File: src/rtl/fb_write_arbiter.sv
// Frame buffer write-port arbiter: pixel stream > clear engine > loader.
// One registered write per cycle onto BRAM port A.
module fb_write_arbiter #(
  parameter int unsigned DEPTH          = 49152,
  parameter logic [11:0] BG_COLOR       = 12'h000,
  parameter bit          CLEAR_ON_RESET = 1'b1
) (
  input  logic        clk,
  input  logic        reset,
  input  logic        ce_pix,
  input  logic [8:0]  x,
  input  logic [8:0]  y,
  input  logic [11:0] color,
  input  logic        pix_en,
  input  logic        clear_start,
  input  logic [11:0] clear_color,
  output logic        clear_busy,
  output logic        clear_done,
  input  logic        req_valid,
  input  logic [15:0] req_addr,
  input  logic [11:0] req_data,
  output logic        req_ready,
  output logic        mem_we,
  output logic [15:0] mem_addr,
  output logic [11:0] mem_wdata
);

  localparam logic [15:0] LastAddr = 16'(DEPTH - 1);

  typedef enum logic {StIdle, StClear} state_e;

  state_e      state_q, state_d;
  logic [15:0] cnt_q, cnt_d;
  logic [11:0] fill_q, fill_d;
  logic        init_q;

  logic        pix_hit;
  logic        start;
  logic [11:0] start_color;
  logic        clr_wr;
  logic        ld_wr;
  logic        we_d;
  logic [15:0] addr_d;
  logic [11:0] wdata_d;
  logic        done_d;

  // The pending post-reset clear behaves exactly like an external clear_start.
  assign start       = clear_start | init_q;
  assign start_color = init_q ? BG_COLOR : clear_color;

  // State, counter, latched colour and registered write port.
  always_ff @(posedge clk) begin
    if (reset) begin
      state_q    <= StIdle;
      cnt_q      <= '0;
      fill_q     <= '0;
      init_q     <= CLEAR_ON_RESET;
      mem_we     <= 1'b0;
      mem_addr   <= '0;
      mem_wdata  <= '0;
      clear_done <= 1'b0;
    end else begin
      state_q    <= state_d;
      cnt_q      <= cnt_d;
      fill_q     <= fill_d;
      init_q     <= 1'b0;
      mem_we     <= we_d;
      clear_done <= done_d;
      if (we_d) begin
        mem_addr  <= addr_d;
        mem_wdata <= wdata_d;
      end
    end
  end

  // Next-state: (re)start a clear, or advance the clear on cycles the pixel stream leaves free.
  always_comb begin
    state_d = state_q;
    cnt_d   = cnt_q;
    fill_d  = fill_q;
    if (start) begin
      state_d = StClear;
      cnt_d   = '0;
      fill_d  = start_color;
    end else if (clr_wr) begin
      if (cnt_q == LastAddr) begin
        state_d = StIdle;
        cnt_d   = '0;
      end else begin
        cnt_d = cnt_q + 16'd1;
      end
    end
  end

  // Outputs: fixed-priority write select and loader handshake.
  always_comb begin
    pix_hit = ce_pix & pix_en & (y < 9'd192) & (x != 9'd0) & (x <= 9'd256);
    // The restart cycle itself issues no clear write; the first one follows a cycle later.
    clr_wr  = (state_q == StClear) & ~pix_hit & ~start;
    req_ready = ~reset & (state_q == StIdle) & ~pix_hit & ~start;
    // Out-of-range loader addresses complete the handshake but are dropped.
    ld_wr   = req_valid & req_ready & (32'(req_addr) < DEPTH);
    we_d    = 1'b0;
    addr_d  = '0;
    wdata_d = '0;
    if (pix_hit) begin
      we_d    = 1'b1;
      addr_d  = {y[7:0], x[7:0] - 8'd1};
      wdata_d = color;
    end else if (clr_wr) begin
      we_d    = 1'b1;
      addr_d  = cnt_q;
      wdata_d = fill_q;
    end else if (ld_wr) begin
      we_d    = 1'b1;
      addr_d  = req_addr;
      wdata_d = req_data;
    end
    done_d     = clr_wr & (cnt_q == LastAddr);
    clear_busy = (state_q == StClear);
  end

endmodule

File: config.mk
export PLATFORM = sky130hd
export DESIGN_NAME = fb_write_arbiter
export DESIGN_NICKNAME = d
export VERILOG_FILES = /design/src/rtl/fb_write_arbiter.sv
export SDC_FILE = /design/constraint.sdc
export NUM_CORES = 1
export LEC_CHECK = 0
export BUFFER_PORTS_ARGS = -buffer_cell sky130_fd_sc_hd__buf_4
export CORE_MARGIN = 4
export CORE_UTILIZATION = 35
export DETAILED_ROUTE_END_ITERATION = 8
export PLACE_DENSITY = 0.62
export SLEW_MARGIN = 20
export SYNTH_ARGS = -nofsm -noshare
export SYNTH_HDL_FRONTEND = slang
export SYNTH_SLANG_ARGS = --single-unit
File: constraint.sdc
create_clock -name clk -period 3.75 [get_ports clk]
set_clock_uncertainty 0.2 [all_clocks]
set_input_delay 0.1875 -clock clk [delete_from_list [all_inputs] [get_ports clk]]
set_output_delay 0.1875 -clock clk [all_outputs]
set_load 0.03 [all_outputs]
==> results.cfg <==
[worst_hold_path]
worstHoldStart = color[0]
hold_path_class = input port to flip-flop

[placed_design]
port_buffers = 107
dp.cells = 537
post-place-ws_ns = 1.05
gp_congestion = 0.793
dp_hpwl_um = 6740

[cells_and_area]
final_cells = 584
seq_area_um2 = 1200
fill_cells = 824
syn2layout_area_growth_pct = 44.1
multi_input_comb_area_um2 = 1770
n_antenna_cell = 0
nNetsFinal = 549
drive_gt1_share_pct = 34.7

[setup_path]
critPathLaunchType = input port
slowest_stage = nor3_2
critPathArrivalTime_ns = 2.59
path_cells = dlygate4sd3_1, buf_4, inv_1, ha_1, a31oi_2, nor3_2, nor3_1, buf_4
critPathLaunch = x[0]
cpMostUsedCell = buf_4
critPathMaxStageDelay_ns = 0.85
path_max_fanout = 16
critPathCaptureType = primary output
crit_type = input port to primary output
r2r_start = init_q$_DFF_P_
critPathRequiredTime_ns = 3.36

[global_routing]
use_met1_pct = 24.1
grt_max_degree = 57
grt_usage_pct = 18.2
overflow = 0
antenna_found_initial = 0
busiest_layer = met2
met3_usage_pct = 2.80
grt_pass1_wl_um = 15000
use_met2_pct = 30.4
grt_pass1_vias = 3039

[synth]
ys_ff_latch = 60
avgSynthCellArea_um2 = 9.02
syn_area_um2 = 3110
synth_seq_area_share_pct = 38.6
netlist_instances = 345
synthesis.nets = 423
ys_types = 45
yosysWarnings = 0
synth-async-reset-ratio_pct = 0
synth_edf_count = 0
ys.flop_type = dfxtp_1

[routing]
drtPass1Iterations = 4
wl_per_cell_um = 16.7
drc = 0
drt_iter0_markers = 190
finalWirelength_um = 9780
ant_nets = 0
num_vias = 3132
viasPerCell = 5.36

[outcome]
status = complete, no violations

[floorplan]
io_pins = 108
initial_core_util_pct = 35.8
fp.dieH_um = 102
die_w_um = 102
rows = 34
coreArea_um2 = 8680
die_area_um2 = 10500

[clocking]
ctsResizeCount = 0
cts_buffers = 9
cts.path.max_buffers = 2
clk_latency_ns = 0.33
root_buffer = clkbuf_8
cts.htree.levels = 3
holdBufCountCts = 31
post-cts-setup-buffer-count = 0
clk_pin_slew_ns = 0.07
cts_sinks = 60
cts_tree = built

[power_and_ir_drop]
p_per_area_nw_per_um2 = 347
combPwrFrac_pct = 15.3
p_clk_share_pct = 41.9
ir_drop_mv = 0.166
switching_share_pct = 25.0
p_int_mw = 1.17
netSwitchingPower_mw = 0.388
seqPwrFrac_pct = 42.8
p_leak_nw = 1.68

[timing]
setup_viol = 0
finalHoldViolations = 0
finalMaxSlewViolations = 0
fmax_mhz = 336
rsz0062_at_grt = false
period_share_pct = 79.4
fin_ws_ns = 0.772
max_slew_margin_pct = 33.6
fin_setup_tns_ns = 0
fin_crit_ns = 2.98
worstMarginPinSlew_ns = 0.991

[flow_run]
cap_violations = 0
==> synthesized netlist by cell type, types with 3 or more instances <==
cell	instances	area share (%)
nand4_1	5	1.0
buf_2	9	1.4
dfxtp_1	60	39
nand4b_1	3	0.84
a22oi_1	25	6.0
nand2_1	43	5.2
o21ai_0	6	0.97
nand3_1	9	1.4
nor3_1	7	1.1
buf_1	3	0.36
o31ai_1	5	1.2
nor2_1	45	5.4
or4_1	6	1.4
a311oi_2	25	12
inv_1	5	0.60
buf_6	4	1.4
or3_1	6	1.2
mux2i_1	12	3.9
or2_2	3	0.60
clkbuf_1	11	1.3
a21oi_1	15	2.4
xor2_1	5	1.4
==> placed cells by master, fill, tap and decap left out, types with 5 or more instances in the layout <==
| cell | count |
|---|---|
| buf_4 | 111 |
| dfxtp_1 | 60 |
| nor2_1 | 45 |
| nand2_1 | 43 |
| dlygate4sd3_1 | 31 |
| a22oi_1 | 25 |
| a311oi_2 | 25 |
| a21oi_1 | 15 |
| mux2i_1 | 12 |
| clkbuf_8 | 10 |
| nand3_1 | 9 |
| nor3_1 | 7 |
| o21ai_0 | 6 |
| or4_1 | 6 |
| inv_1 | 5 |
| or3_1 | 5 |
| nand4_1 | 5 |
| xor2_1 | 5 |
| o31ai_1 | 5 |
==> worst max-delay path, delay by kind of cell <==
family                   cells  cell delay, ns
AO/OA/AOI/OAI                1            0.19
adder cells (fa/ha/maj)      1            0.26
buffers and inverters        4            0.96
AND/OR/NAND/NOR              2            0.99
==> final cells by class <==
type / instances / share of cell area [%]
inverters: 5 / 0.419
clock buffers: 12 / 3.24
repair buffers: 142 / 25.5
clock inverters: 4 / 1.62
multi-input cells: 253 / 39.4
flip-flops and latches: 60 / 26.8
well taps: 108 / 3.02
==> final timing paths <==
kind	slack [ns]	to	depth (start not counted)
worst max-delay path	0.77	req_ready	8
worst min-delay path	0.02	mem_wdata[0]$_SDFFE_PP0P_	3
worst max register to register	1.45	mem_wdata[4]$_SDFFE_PP0P_	5
worst min register to register	0.30	fill_q[2]$_SDFFE_PP0P_	2
==> power by group through the flow <==
| stage | logic [mW] | registers (mW) | clock network, mW |
|---|---|---|---|
| finish | 0.239 | 0.666 | 0.652 |
| global route | 0.255 | 0.668 | 0.688 |
| CTS | 0.239 | 0.666 | 0.659 |
| detailed placement | 0.213 | 0.681 | 0 |
| global placement | 0.211 | 0.680 | 0 |
| floorplan | 0.0826 | 0.704 | 0 |
==> registers in the layout, indices dropped and copies added (netlist names) <==
register	flops
clear_busy	1
clear_done	1
cnt_q	16
fill_q	12
init_q	1
mem_addr	16
mem_wdata	12
mem_we	1
==> cells by family (layout without fill, tap and decap cells) <==
logic type	Yosys count	after routing	synth area share, %
buf+inv	32	163	5.19
mux	12	12	3.86
fa+ha+maj	2	2	0.804
compound gates	93	93	27.7
xor+xnor	7	7	1.97
flops	60	60	38.6
simple gates	139	139	21.9
==> metal layers <==
layer | vias up | wire [um]
li1 | 1540 | -
met1 | 1477 | 4230
met2 | 107 | 4930
met3 | 8 | 519
met4 | 0 | 98
met5 | - | 0
==> through the flow <==
| stage | area (um^2) | hold WS, ns | utilization (%) | power, mW |
|---|---|---|---|---|
| 2_1_floorplan | 3110 | 0.0152 | - | 0.787 |
| 3_3_place_gp | 3950 | 0.202 | 45.5 | 0.892 |
| 3_5_place_dp | 3950 | 0.202 | 45.5 | 0.893 |
| 4_1_cts | 4480 | 0.00619 | 51.6 | 1.56 |
| 5_1_grt | 4480 | 0.0285 | 51.6 | 1.61 |
| 6_report | 4480 | 0.0215 | 51.6 | 1.56 |
Power figures use the tool's default switching activity.
